==> src/rtl/f11_svc_pkg.sv <==
// Shared constants for the F11 service word: svc bit positions, reset image
// and the packed layout of the synchronized level-input group.
package f11_svc_pkg;

  localparam int unsigned SVC_EVNT = 12;
  localparam int unsigned SVC_IRQ4 = 11;
  localparam int unsigned SVC_IRQ5 = 10;
  localparam int unsigned SVC_IRQ6 = 9;
  localparam int unsigned SVC_IRQ7 = 8;
  localparam int unsigned SVC_ACLO = 7;
  localparam int unsigned SVC_HALT = 5;
  localparam int unsigned SVC_CCE  = 4;
  localparam int unsigned SVC_MMU  = 3;
  localparam int unsigned SVC_PAR  = 2;
  localparam int unsigned SVC_TMO  = 1;
  localparam int unsigned SVC_DCLO = 0;

  localparam logic [15:0] SVC_RESET = 16'h009C;

  typedef struct packed {
    logic [3:0] irq;     // irq[0] = IRQ4 ... irq[3] = IRQ7
    logic       aclo_n;
    logic       dclo_n;
    logic       halt;
    logic       mmu_n;
    logic       par_n;
  } lvl_t;

  localparam int unsigned LVL_W = $bits(lvl_t);

  localparam lvl_t LVL_RESET = '{irq: 4'b0000, aclo_n: 1'b1, dclo_n: 1'b0,
                                 halt: 1'b0, mmu_n: 1'b1, par_n: 1'b1};

endpackage

==> src/rtl/f11_svc_if.sv <==
// Board-side signal bundle of the service-word block; slave is the block,
// master is whatever drives the board conditions and reads the word.
interface f11_svc_if;

  logic [3:0]  pin_irq;
  logic        pin_evnt;
  logic        pin_aclo_n;
  logic        pin_dclo_n;
  logic        pin_halt;
  logic        pin_mmu_n;
  logic        pin_par_n;
  logic        pin_rply;
  logic        bus_sync;
  logic        evnt_ack;
  logic        tmo_clr;
  logic        pin_cs_n;
  logic        rd_svc;
  logic [15:0] svc;
  logic        ad_oe;

  modport slave (
    input  pin_irq, pin_evnt, pin_aclo_n, pin_dclo_n, pin_halt, pin_mmu_n,
           pin_par_n, pin_rply, bus_sync, evnt_ack, tmo_clr, pin_cs_n, rd_svc,
    output svc, ad_oe
  );

  modport master (
    output pin_irq, pin_evnt, pin_aclo_n, pin_dclo_n, pin_halt, pin_mmu_n,
           pin_par_n, pin_rply, bus_sync, evnt_ack, tmo_clr, pin_cs_n, rd_svc,
    input  svc, ad_oe
  );

endinterface

==> src/rtl/f11_sync.sv <==
// Multi-bit async-input synchronizer; each bit resets to its own inactive level.
module f11_sync #(
  parameter int unsigned            WIDTH   = 1,
  parameter int unsigned            STAGES  = 2,
  parameter logic [WIDTH-1:0]       RST_VAL = '0
) (
  input  logic             clk,
  input  logic             rst_n,
  input  logic [WIDTH-1:0] din,
  output logic [WIDTH-1:0] dout
);

  logic [STAGES-1:0][WIDTH-1:0] sync_q;
  logic [STAGES-1:0][WIDTH-1:0] sync_d;

  always_comb begin
    sync_d = {sync_q[STAGES-2:0], din};
  end

  always_ff @(posedge clk or negedge rst_n) begin
    if (!rst_n) begin
      sync_q <= {STAGES{RST_VAL}};
    end else begin
      sync_q <= sync_d;
    end
  end

  assign dout = sync_q[STAGES-1];

endmodule

==> src/rtl/f11_svc_word.sv <==
// F11 external service word: synchronized board conditions, latched event,
// bus timeout and control-chip-error flags, all from registered state.
module f11_svc_word
  import f11_svc_pkg::*;
#(
  parameter int unsigned SYNC_STAGES = 2,
  parameter int unsigned TMO_CYCLES  = 64,
  parameter int unsigned CCE_CYCLES  = 4
) (
  input  logic        pin_clk,
  input  logic        pin_rst_n,
  f11_svc_if.slave    bus
);

  localparam int unsigned TW = $clog2(TMO_CYCLES) + 1;
  localparam int unsigned CW = $clog2(CCE_CYCLES) + 1;
  localparam logic [TW-1:0] TMO_MAX  = TW'(TMO_CYCLES);
  localparam logic [TW-1:0] TMO_LAST = TW'(TMO_CYCLES - 1);
  localparam logic [CW-1:0] CCE_MAX  = CW'(CCE_CYCLES);
  localparam logic [CW-1:0] CCE_LAST = CW'(CCE_CYCLES - 1);

  lvl_t       lvl_in;
  lvl_t       lvl_s;
  logic [1:0] evrp_s;
  logic       evnt_s;
  logic       rply_s;

  assign lvl_in = {bus.pin_irq, bus.pin_aclo_n, bus.pin_dclo_n, bus.pin_halt,
                   bus.pin_mmu_n, bus.pin_par_n};

  f11_sync #(.WIDTH(LVL_W), .STAGES(SYNC_STAGES), .RST_VAL(LVL_RESET)) u_lvl_sync (
    .clk   (pin_clk),
    .rst_n (pin_rst_n),
    .din   (lvl_in),
    .dout  (lvl_s)
  );

  f11_sync #(.WIDTH(2), .STAGES(SYNC_STAGES), .RST_VAL(2'b00)) u_bus_sync (
    .clk   (pin_clk),
    .rst_n (pin_rst_n),
    .din   ({bus.pin_evnt, bus.pin_rply}),
    .dout  (evrp_s)
  );

  assign evnt_s = evrp_s[1];
  assign rply_s = evrp_s[0];

  logic          evnt_prev_q, evnt_prev_d;
  logic          evnt_q, evnt_d;
  logic [TW-1:0] tcnt_q, tcnt_d;
  logic          tmo_q, tmo_d;
  logic [CW-1:0] ccnt_q, ccnt_d;
  logic          cce_n_q, cce_n_d;

  // Each flag is set from a single counter/edge transition, and a set in the
  // same cycle as its clear takes priority.
  always_comb begin
    evnt_prev_d = evnt_s;
    evnt_d      = (evnt_s & ~evnt_prev_q) | (evnt_q & ~bus.evnt_ack);

    tcnt_d = '0;
    tmo_d  = tmo_q & ~bus.tmo_clr;
    if (bus.bus_sync && !rply_s) begin
      tcnt_d = (tcnt_q == TMO_MAX) ? tcnt_q : tcnt_q + TW'(1);
      if (tcnt_q == TMO_LAST) begin
        tmo_d = 1'b1;
      end
    end

    ccnt_d  = '0;
    cce_n_d = cce_n_q;
    if (bus.pin_cs_n) begin
      ccnt_d = (ccnt_q == CCE_MAX) ? ccnt_q : ccnt_q + CW'(1);
      if (ccnt_q == CCE_LAST) begin
        cce_n_d = 1'b0;
      end
    end
  end

  always_ff @(posedge pin_clk or negedge pin_rst_n) begin
    if (!pin_rst_n) begin
      evnt_prev_q <= 1'b0;
      evnt_q      <= 1'b0;
      tcnt_q      <= '0;
      tmo_q       <= 1'b0;
      ccnt_q      <= '0;
      cce_n_q     <= 1'b1;
    end else begin
      evnt_prev_q <= evnt_prev_d;
      evnt_q      <= evnt_d;
      tcnt_q      <= tcnt_d;
      tmo_q       <= tmo_d;
      ccnt_q      <= ccnt_d;
      cce_n_q     <= cce_n_d;
    end
  end

  logic [15:0] svc_w;

  always_comb begin
    svc_w           = '0;
    svc_w[SVC_EVNT] = evnt_q;
    svc_w[SVC_IRQ4] = lvl_s.irq[0];
    svc_w[SVC_IRQ5] = lvl_s.irq[1];
    svc_w[SVC_IRQ6] = lvl_s.irq[2];
    svc_w[SVC_IRQ7] = lvl_s.irq[3];
    svc_w[SVC_ACLO] = lvl_s.aclo_n;
    svc_w[SVC_HALT] = lvl_s.halt;
    svc_w[SVC_CCE]  = cce_n_q;
    svc_w[SVC_MMU]  = lvl_s.mmu_n;
    svc_w[SVC_PAR]  = lvl_s.par_n;
    svc_w[SVC_TMO]  = tmo_q;
    svc_w[SVC_DCLO] = lvl_s.dclo_n;
  end

  assign bus.svc   = svc_w;
  assign bus.ad_oe = bus.rd_svc & pin_rst_n;

endmodule

==> src/flat_wrapper.sv <==
// flat-port wrapper written by rule: the top's interface ports become plain ports
module f11_svc_word_flat import f11_svc_pkg::*;
#(
  parameter int unsigned SYNC_STAGES = 2,
  parameter int unsigned TMO_CYCLES  = 64,
  parameter int unsigned CCE_CYCLES  = 4
)
  (pin_clk, pin_rst_n, bus_pin_irq, bus_pin_evnt, bus_pin_aclo_n, bus_pin_dclo_n, bus_pin_halt, bus_pin_mmu_n, bus_pin_par_n, bus_pin_rply, bus_bus_sync, bus_evnt_ack, bus_tmo_clr, bus_pin_cs_n, bus_rd_svc, bus_svc, bus_ad_oe);
  f11_svc_if bus_i ();
  input  logic pin_clk;
  input  logic pin_rst_n;
  input wire logic [$bits(bus_i.pin_irq)-1:0] bus_pin_irq;
  input wire logic [$bits(bus_i.pin_evnt)-1:0] bus_pin_evnt;
  input wire logic [$bits(bus_i.pin_aclo_n)-1:0] bus_pin_aclo_n;
  input wire logic [$bits(bus_i.pin_dclo_n)-1:0] bus_pin_dclo_n;
  input wire logic [$bits(bus_i.pin_halt)-1:0] bus_pin_halt;
  input wire logic [$bits(bus_i.pin_mmu_n)-1:0] bus_pin_mmu_n;
  input wire logic [$bits(bus_i.pin_par_n)-1:0] bus_pin_par_n;
  input wire logic [$bits(bus_i.pin_rply)-1:0] bus_pin_rply;
  input wire logic [$bits(bus_i.bus_sync)-1:0] bus_bus_sync;
  input wire logic [$bits(bus_i.evnt_ack)-1:0] bus_evnt_ack;
  input wire logic [$bits(bus_i.tmo_clr)-1:0] bus_tmo_clr;
  input wire logic [$bits(bus_i.pin_cs_n)-1:0] bus_pin_cs_n;
  input wire logic [$bits(bus_i.rd_svc)-1:0] bus_rd_svc;
  output wire logic [$bits(bus_i.svc)-1:0] bus_svc;
  output wire logic [$bits(bus_i.ad_oe)-1:0] bus_ad_oe;
  assign bus_i.pin_irq = bus_pin_irq;
  assign bus_i.pin_evnt = bus_pin_evnt;
  assign bus_i.pin_aclo_n = bus_pin_aclo_n;
  assign bus_i.pin_dclo_n = bus_pin_dclo_n;
  assign bus_i.pin_halt = bus_pin_halt;
  assign bus_i.pin_mmu_n = bus_pin_mmu_n;
  assign bus_i.pin_par_n = bus_pin_par_n;
  assign bus_i.pin_rply = bus_pin_rply;
  assign bus_i.bus_sync = bus_bus_sync;
  assign bus_i.evnt_ack = bus_evnt_ack;
  assign bus_i.tmo_clr = bus_tmo_clr;
  assign bus_i.pin_cs_n = bus_pin_cs_n;
  assign bus_i.rd_svc = bus_rd_svc;
  assign bus_svc = bus_i.svc;
  assign bus_ad_oe = bus_i.ad_oe;
  f11_svc_word #(.SYNC_STAGES(SYNC_STAGES), .TMO_CYCLES(TMO_CYCLES), .CCE_CYCLES(CCE_CYCLES)) u_core (.pin_clk(pin_clk), .pin_rst_n(pin_rst_n), .bus(bus_i));
endmodule
==> config.mk <==
export PLATFORM = sky130hd
export DESIGN_NAME = f11_svc_word_flat
export DESIGN_NICKNAME = d
export VERILOG_FILES = /design/src/rtl/f11_svc_pkg.sv /design/src/rtl/f11_svc_if.sv /design/src/rtl/f11_sync.sv /design/src/rtl/f11_svc_word.sv /design/src/flat_wrapper.sv
export SDC_FILE = /design/constraint.sdc
export NUM_CORES = 1
export LEC_CHECK = 0
export ABC_AREA = 1
export CAP_MARGIN = 10
export CORE_MARGIN = 2
export CORE_UTILIZATION = 46
export CTS_CLUSTER_SIZE = 30
export DETAILED_ROUTE_END_ITERATION = 6
export DONT_BUFFER_PORTS = 1
export HOLD_SLACK_MARGIN = 0.05
export PLACE_DENSITY = 0.64
export SLEW_MARGIN = 20
export SYNTH_ARGS = -nofsm -noshare
export SYNTH_HDL_FRONTEND = slang
export SYNTH_SLANG_ARGS = --single-unit
==> constraint.sdc <==
create_clock -name pin_clk -period 1 [get_ports pin_clk]
set_input_delay 0.15 -clock pin_clk [delete_from_list [all_inputs] [get_ports pin_clk]]
set_output_delay 0.15 -clock pin_clk [all_outputs]
set_load 0.005 [all_outputs]
# Word level (Yosys, flattened, before mapping)
# Cells that the tools add are included.
# op_classes
addsub	2
n_mul	0
n_div	0
n_lt_le_gt_ge	0
eq_ne	6
shifts	0
muxes	6
n_bitwise	8
reduce_logical	3
# op_table
operator	count
$mux W7	2
$add A7 B1 Y7 const B	1
$eq A7 B6 Y1 const B	1
$eq A7 B7 Y1 const B	1
$mux W3	2
$and A1 B1 Y1	4
$ne A2 B2 Y1 const B	2
$add A3 B1 Y3 const B	1
$eq A3 B2 Y1 const B	1
$eq A3 B3 Y1 const B	1
$not A1 Y1	3
$mux W1	2
$reduce_and A2 Y1	1
$logic_and A1 B1 Y1	1
$logic_not A1 Y1	1
$or A1 B1 Y1	1
# word_totals
regBits	36
latch_bits	0
ram_bits	0
mem_bits_ro	0
input_bits	18
output_inout_bits	17
memories	0

# Depth between registers and ports, before layout
# Gate-level depths: netlist of the first run.
# depth
depth_word	4
mapped_depth	7

# By module
# Synthesis of the first run repeated with hierarchy kept, for this count alone.
# hier_totals
cells_unflattened	113
hier_area_um2	1318.8
# modules_own_cells
module	n_inst	cells_each	area_per_inst_um2
f11_svc_word	1	91	760.7
f11_sync (u_core.u_lvl_sync)	1	18	457.9
f11_sync (u_core.u_bus_sync)	1	4	100.1

# Least setup slack after synthesis of the first run
# OpenSTA, ideal clock, no wires.
# synth_timing
path_type	register -> register
start	register u_core.ccnt_q[0]
end	register u_core.ccnt_q[2]
setup_time_ns	0.077
t_arrival_ns	0.956
required_time_ns	0.923
path_slack_ns	-0.033
stages_incl_launch_ff	4
path_buffers	0
cell_sequence	dfrtp_1 -> ha_1 -> ha_1 -> a21oi_1
# synth_between
elab_chain_len	3
elab_cells_between_ends	5
classes_between	add/sub (1); eq/ne (2); mux (2)
# synth_rtl
item	line	source
start, declared	f11_svc_word.sv:52	logic [CW-1:0] ccnt_q, ccnt_d;
start signal, assigned	f11_svc_word.sv:93	ccnt_q <= ccnt_d;
$add A3 B1 Y3	f11_svc_word.sv:73	ccnt_d = (ccnt_q == CCE_MAX) ? ccnt_q : ccnt_q + CW'(1);
$mux W3	f11_svc_word.sv:73	
$mux W3	f11_svc_word.sv:72	if (bus.pin_cs_n) begin
# Several ways; a longest one is shown, not always the timed one. The select of a mux whose other input is x is not followed.
# A chain may end at the register's enable or synchronous reset.

# Worst setup path after layout of the first run
# layout_timing
start	register u_core.tcnt_q[0]
end	register u_core.tcnt_q[0]
# layout_between
elab_chain_len	3
elab_cells_between_ends	5
classes_between	add/sub (1); eq/ne (2); mux (2)
# layout_rtl
item	line	source
start, declared	f11_svc_word.sv:50	logic [TW-1:0] tcnt_q, tcnt_d;
start signal, assigned	f11_svc_word.sv:91	tcnt_q <= tcnt_d;
$add A7 B1 Y7	f11_svc_word.sv:64	tcnt_d = (tcnt_q == TMO_MAX) ? tcnt_q : tcnt_q + TW'(1);
$mux W7	f11_svc_word.sv:64	
$mux W7	f11_svc_word.sv:63	if (bus.bus_sync && !rply_s) begin
# Several ways; a longest one is shown, not always the timed one. The select of a mux whose other input is x is not followed.

==> key figures, run 1 <==
Synthesis
  – Library cells used by synthesis: 24
  – Mapped Cells: between 100 and 150
  – Synthesized area: 1340 um2
  – Top-area cell type share of the netlist area: 0.5415
  – Synth area leaders: dfrtp_1 54%, dfstp_2 14%, ha_1 4.7%, inv_1 4.2%, buf_4 3.9%
  – Area leader, netlist: dfrtp_1
  – Sequential share of the synthesized area: 0.6788
  – Syn_area_per_cell: approximately 12 um2
  – Flops & latches, synth: 36
  – Warnings from Yosys: 0

Final layout
  – Nets: approximately 160
  – Most frequent cells in the layout: 28 x dfrtp_1, 15 x dlygate4sd3_1, 12 x inv_1
  – Fill cell count: 200
  – Fin area: around 1700 um2
  – Share of layout cells above drive strength 1: 0.3597
  – Final Non-Filler Cells: 170
  – # diodes: 0
  – Area growth from synthesis to layout: 29.22%
  – Commonest non-fill, non-tap cell in the layout: dfrtp_1

Placement
  – Post-DP Area: 1398 um2
  – # placed instances: between 100 and 150
  – IO buf count: 0
  – DPL Wire Length: about 1400 um
  – GP Congestion: between 0.8 and 0.9

Critical path
  – Worst Setup SP: u_core.tcnt_q[0]
  – WP buf/inv: 2
  – Critical path class: reg -> reg
  – WP data required: roughly 1200 ps
  – Slowest stage cell, crit path: dfrtp_1
  – Worst-path cell chain: inv_2 > ha_4 > nand2_2 > inv_2 > nand3_2 > nand3_2 > nand2_1
  – Worst setup SP type: register
  – Crit. End Element: register
  – CP top delay family: flip-flops
  – CP arrival: ~1300 ps
  – CP max stage delay: between 400 and 500 ps
  – Reg2reg start: u_core.tcnt_q[0]
  – Critical Path Fanout Max: 3

STA
  – Part of the cycle the worst path needs: 1.074
  – Hold Fails Final Rpt: 0
  – Setup-failing EPs final: 13
  – Clock Skews: around 13 ps
  – Final worst slack: -74.07 ps
  – Setup TNS: -445.5 ps
  – Minimum clock period: between 1000 and 1500 ps
  – Fmax: around 0.93 GHz
  – Slew Limit Fails: 0
  – Unrepaired setup endpoints after global routing: yes

Global routing
  – First-pass GRT wire length: between 3000 and 4000 um
  – Largest net degree at the start of global routing: 37
  – Initial antenna violation count: 0
  – GRT Total Usage: 0.1557
  – Vias in the first global route: around 800
  – Final global-route overflow total: 0

Hold path
  – HP Start: bus_bus_sync
  – Hold WC Path Type: in -> reg

Die
  – Die H: 57.98 um
  – Row cnt: 19
  – Die W: ~58 um
  – IO Pins: 35
  – Die area: approximately 3400 um2
  – Initial Utilization: 0.4859
  – Core footprint: 2758 um2

Route
  – Starting DRT DRC Count: 8
  – Vias: approximately 800
  – Routed Antenna Nets: 0
  – Iteration count of the initial detailed-routing pass: 2
  – Final WL: about 2300 um
  – Drt wl/cell: about 13 um
  – Via density: a little under 5
  – Drt drc: 0

Clocking
  – Clock Latency Late Sink: ~330 ps
  – Clock tree sinks: 36
  – Clk slew on worst S/H paths: 100 ps
  – Root buf cell: clkbuf_4
  – CTS buffer count: 5
  – # H-tree levels: 2
  – Longest Clk Path Bufs: 2
  – CTS tree: done

Pwr
  – Leak: just over 0.8 nW
  – PwrDens: 1587 nW/um2
  – Pwr Total: around 0.0027 W
  – Worst ir drop on vdd: about 0.0015 V

Run
  – Max-cap viol count: 0

Run status
  – Failing checks: negative setup slack
  – Status: finished, violations left
-- Yosys cell counts --
cell type / count
dfrtp_1: 29
inv_1: 15
nand2_1: 13
nand3_1: 8
buf_4: 7
dfstp_2: 7
a21oi_1: 5
ha_1: 5
nor2_1: 4
nand4_1: 2
nor2_2: 2
nor2_4: 2
o21ai_1: 2
a21boi_0: 1
conb_1: 1
inv_2: 1
nand2_2: 1
nand2_4: 1
nand3_2: 1
nor3_1: 1
o21ai_0: 1
o22ai_1: 1
o31ai_1: 1
or2_0: 1
-- logic make-up (layout without fill, tap and decap cells) --
kind of cell    count (synthesis)  in the layout  synth area share
flops                          36             36            0.6788
simple gates                   36             36            0.1419
fa+ha+maj                       5              5           0.04669
buf+inv                        23             47           0.08403
compound gates                 11             11           0.04575
other cells                     1              4          0.002798
-- path summary, 6_finish.rpt --
kind / end / slack (ps) / cells after the start
min in group asynchronous: u_core.tcnt_q[2] / 260 / 2
min reg2reg: u_core.u_lvl_sync.dout[2] / 340 / 0
min: u_core.tcnt_q[6] / 120 / 4
max: u_core.tcnt_q[0] / -70 / 7
max reg2reg: u_core.tcnt_q[0] / -70 / 7
max in group asynchronous: u_core.u_lvl_sync.sync_d[13] / 490 / 2
-- routing by layer --
metal  global-route usage  vias to the layer above  wire, um
li1                     -                      393         -
met1               0.1970                      399       953
met2               0.2175                       24      1148
met3              0.08482                        2       154
met4              0.07641                        0        19
met5                    0                        -         0
-- final cells by class --
type	instances	area (um2)	share of cell area
multi-input combinational	56	449.2	0.2594
sequential	36	910.9	0.5260
clock inverter	1	5.005	0.002890
inverter	16	60.06	0.03468
tap	31	38.79	0.02240
timing repair buffer	23	222.7	0.1286
clock buffer	7	45.04	0.02601
-- registers in the layout, summed over array words and instances (netlist names) --
| signal | cells |
|---|---|
| u_core.u_lvl_sync.dout | 9 |
| u_core.tcnt_q | 7 |
| u_core.evnt_q | 1 |
| u_core.ccnt_q | 3 |
| u_core.u_bus_sync.dout | 2 |
| u_core.cce_n_q | 1 |
| u_core.u_bus_sync.sync_d | 2 |
| u_core.tmo_q | 1 |
| u_core.evnt_prev_q | 1 |
| u_core.u_lvl_sync.sync_d | 9 |
-- tightest hold or removal path, delay by kind of cell --
family	cells	cell delay [ps]
and+or+nand+nor	3	180
buffers and inverters	1	90
-- per-stage QoR --
step,hold WS [ps],utilization,setup slack [ps]
final,123.7,0.6279,-74.07
after CTS,99.93,0.6003,-83.89
after detailed placement,-144.4,0.5068,-62.16
after global routing,129.1,0.6279,-140.6
after global placement,-144.4,0.5068,-24.22
after floorplan,-145.6,-,-14.93
-- power breakdown --
| part | total (W) | switching [W] | internal (W) |
|---|---|---|---|
| clock | 0.000703 | 0.000429 | 0.000274 |
| sequential | 0.00162 | 0.0000648 | 0.00156 |
| combinational | 0.000426 | 0.000210 | 0.000215 |
| total | 0.00275 | 0.000704 | 0.00205 |
-- timing repair --
item,CTS,global route
setup buffers,0,2
gates resized for setup,10,14
pin swaps,6,9
hold buffers,16,0
setup endpoints to repair,15,15
endpoints found under the hold margin,53,0
Note: power is estimated with default switching activity, not from simulation.
==> inputs of run 2 (changes only) <==
--- a/config.mk
+++ b/config.mk
@@ -9,11 +9,14 @@
 export CAP_MARGIN = 10
 export CORE_MARGIN = 2
 export CORE_UTILIZATION = 46
+export CTS_BUF_LIST = sky130_fd_sc_hd__clkbuf_2
 export CTS_CLUSTER_SIZE = 30
 export DETAILED_ROUTE_END_ITERATION = 6
 export DONT_BUFFER_PORTS = 1
+export GPL_ROUTABILITY_DRIVEN = 1
 export HOLD_SLACK_MARGIN = 0.05
 export PLACE_DENSITY = 0.64
+export REMOVE_ABC_BUFFERS = 1
 export SLEW_MARGIN = 20
 export SYNTH_ARGS = -nofsm -noshare
 export SYNTH_HDL_FRONTEND = slang
==> key figures, run 2 (synthesized netlist as in run 1, its figures left out) <==
Critical path
  – Critical path class: reg -> out
  – CP arrival: 950 ps (-350 ps)
  – Crit. End Element: primary output
  – Critical Path Fanout Max: 2 (-1)
  – Reg2Reg Setup Slack: -80 ps (about the same)
  – R2R cell count: 6 (-1)
  – WP data required: 850 ps (-380 ps)
  – Worst setup SP type: register
  – Worst r2r dst: u_core.tcnt_q[6]
  – Reg2reg start: u_core.tcnt_q[0]

STA
  – Clock Skews: 23.41 ps (+10.49 ps)
  – Part of the cycle the worst path needs: 1.104 (+0.02948)
  – Setup-failing EPs final: 14 (+1)
  – Fmax: 0.9062 GHz (-2.7%)
  – Unrepaired setup endpoints after global routing: yes
  – Final worst slack: -103.6 ps (-29.48 ps)
  – Slew Limit Fails: 0 (unchanged)
  – Min Hold Slack: 193.1 ps (+69.41 ps)
  – Hold Fails Final Rpt: 0 (unchanged)
  – Minimum clock period: 1104 ps (+29.48 ps)

Pwr
  – Worst ir drop on vdd: 0.001770 V (+16%)
  – Sequential share of power: 0.548 (-0.042)
  – PwrDens: 1643 nW/um2 (+3.5%)
  – P_int: 0.002220 W (+8.6%)
  – Clock share of power: 0.300 (+0.044)
  – Leak: 0.8569 nW (+5.3%)
  – Logic gate share of total power: 0.153 (-0.002)
  – Pwr Total: 0.002958 W (+7.6%)
  – P_sw: 0.0007378 W (+4.8%)
  – Sw frac: 0.2494 (-0.006603)

Placement
  – GP Congestion: 0.8390 (+4.7%)
  – IO buf count: 0 (unchanged)
  – # placed instances: 145 (+0.69%)
  – DPL Wire Length: 1374 um (+0.36%)

Run status
  – Status: finished, violations left
  – Failing checks: negative setup slack

Die
  – Core footprint: 2758 um2 (unchanged)
  – Die H: 57.98 um (unchanged)
  – Die W: 57.98 um (unchanged)
  – Die area: 3361 um2 (unchanged)
  – Row cnt: 19 (unchanged)
  – Initial Utilization: 0.4859 (unchanged)
  – IO Pins: 35 (unchanged)

Route
  – Vias: 853 (+4.3%)
  – Drt wl/cell: 13.57 um (+1.4%)
  – Routed Antenna Nets: 0 (unchanged)
  – Drt drc: 0 (unchanged)
  – Starting DRT DRC Count: 14 (+6)
  – Iteration count of the initial detailed-routing pass: 4 (+2)
  – Via density: 4.874 (+1.3%)
  – Final WL: 2375 um (+4.3%)

Clocking
  – # H-tree levels: 2 (unchanged)
  – Clock Latency Late Sink: 360 ps (+30 ps)
  – Clk slew on worst S/H paths: 180 ps (+80 ps)
  – CTS tree: done
  – Clock tree sinks: 36 (unchanged)
  – CTS buffer count: 5 (unchanged)
  – Longest Clk Path Bufs: 2 (unchanged)
  – Root buf cell: clkbuf_2

Global routing
  – First-pass GRT wire length: 4008 um (+7.0%)
  – Grt peak-use layer: met2
  – Initial antenna violation count: 0 (unchanged)
  – GRT met1 Usage: 0.2033 (+0.006369)
  – Vias in the first global route: 898 (+12%)
  – GRT Total Usage: 0.1648 (+0.009179)
  – Final global-route overflow total: 0 (unchanged)
  – GR Util met3: 0.06920 (-0.01563)
  – GRT met2 Usage: 0.2597 (+0.04221)
  – Largest net degree at the start of global routing: 37 (unchanged)

Final layout
  – Nets: 166 (+3.1%)
  – Fill cell count: 192 (-4.0%)
  – Multi-input combinational cell area: 455.4 um2 (+1.4%)
  – # diodes: 0 (unchanged)
  – Final core utilization: 0.6529 (+0.02496)
  – Final Non-Filler Cells: 175 (+2.9%)
  – Commonest non-fill, non-tap cell in the layout: dfrtp_1
  – FF/Latch Area: 910.9 um2 (unchanged)
  – Area growth from synthesis to layout: 34.36%
  – Most frequent cells in the layout: 28 x dfrtp_1, 16 x dlygate4sd3_1, 12 x inv_1
  – Share of layout cells above drive strength 1: 0.3958 (+0.03612)

Hold path
  – Hold WC Path Type: in -> async

Run
  – Max-cap viol count: 0 (unchanged)
==> run 2: through the flow <==
| step | setup TNS (ps) | area [um2] | worst slack (ps) |
|---|---|---|---|
| CTS | -849.3 | 1732 | -118.3 |
| finish | -791.5 | 1800 | -103.6 |
| floorplan | -117.6 | 1299 | -32.91 |
| global placement | -205.1 | 1383 | -54.27 |
| detailed placement | -633.0 | 1383 | -121.2 |
| global route | -1890 | 1800 | -182.5 |
==> run 2: worst max path at each step <==
stage,cells past startpoint,slack (ps),to,from
floorplan,3,-30,u_core.ccnt_q[2],u_core.ccnt_q[0]
global placement,6,-50,u_core.tcnt_q[6],u_core.tcnt_q[0]
detailed placement,6,-120,u_core.tcnt_q[1],u_core.tcnt_q[0]
CTS,0,-120,bus_svc[4],u_core.cce_n_q
global route,6,-180,u_core.tcnt_q[6],u_core.tcnt_q[1]
finish,0,-100,bus_svc[4],u_core.cce_n_q
==> run 2: power groups by stage <==
stage	logic, W	clock network, W	registers, W
final	0.000452	0.000886	0.00162
after global routing	0.000502	0.000984	0.00163
after CTS	0.000315	0.000913	0.00161
after detailed placement	0.000157	0	0.00163
after global placement	0.000150	0	0.00163
after floorplan	0.000113	0	0.00162
==> run 2: metal layers <==
layer / share of wire / routed length, um / vias up
met5: 0 / 0 / -
met4: 0.010 / 24 / 0
met3: 0.069 / 163 / 4
met2: 0.51 / 1218 / 37
met1: 0.41 / 970 / 410
li1: - / - / 402
==> run 2: what timing repair did <==
action	CTS	global route
pin swaps	11	7
setup buffers	2	3
endpoints found under the setup margin	15	20
hold buffers	17	0
endpoints found under the hold margin	55	0
resized for setup	23	11
==> run 2: area by class of cell <==
type                    instances  share of cell area
repair buffers                 28              0.1501
multi-input cells              56              0.2530
clock buffers                   6             0.01668
clock inverters                 2             0.01946
flip-flops and latches         36              0.5059
inverters                      16             0.03336
well taps                      31             0.02154
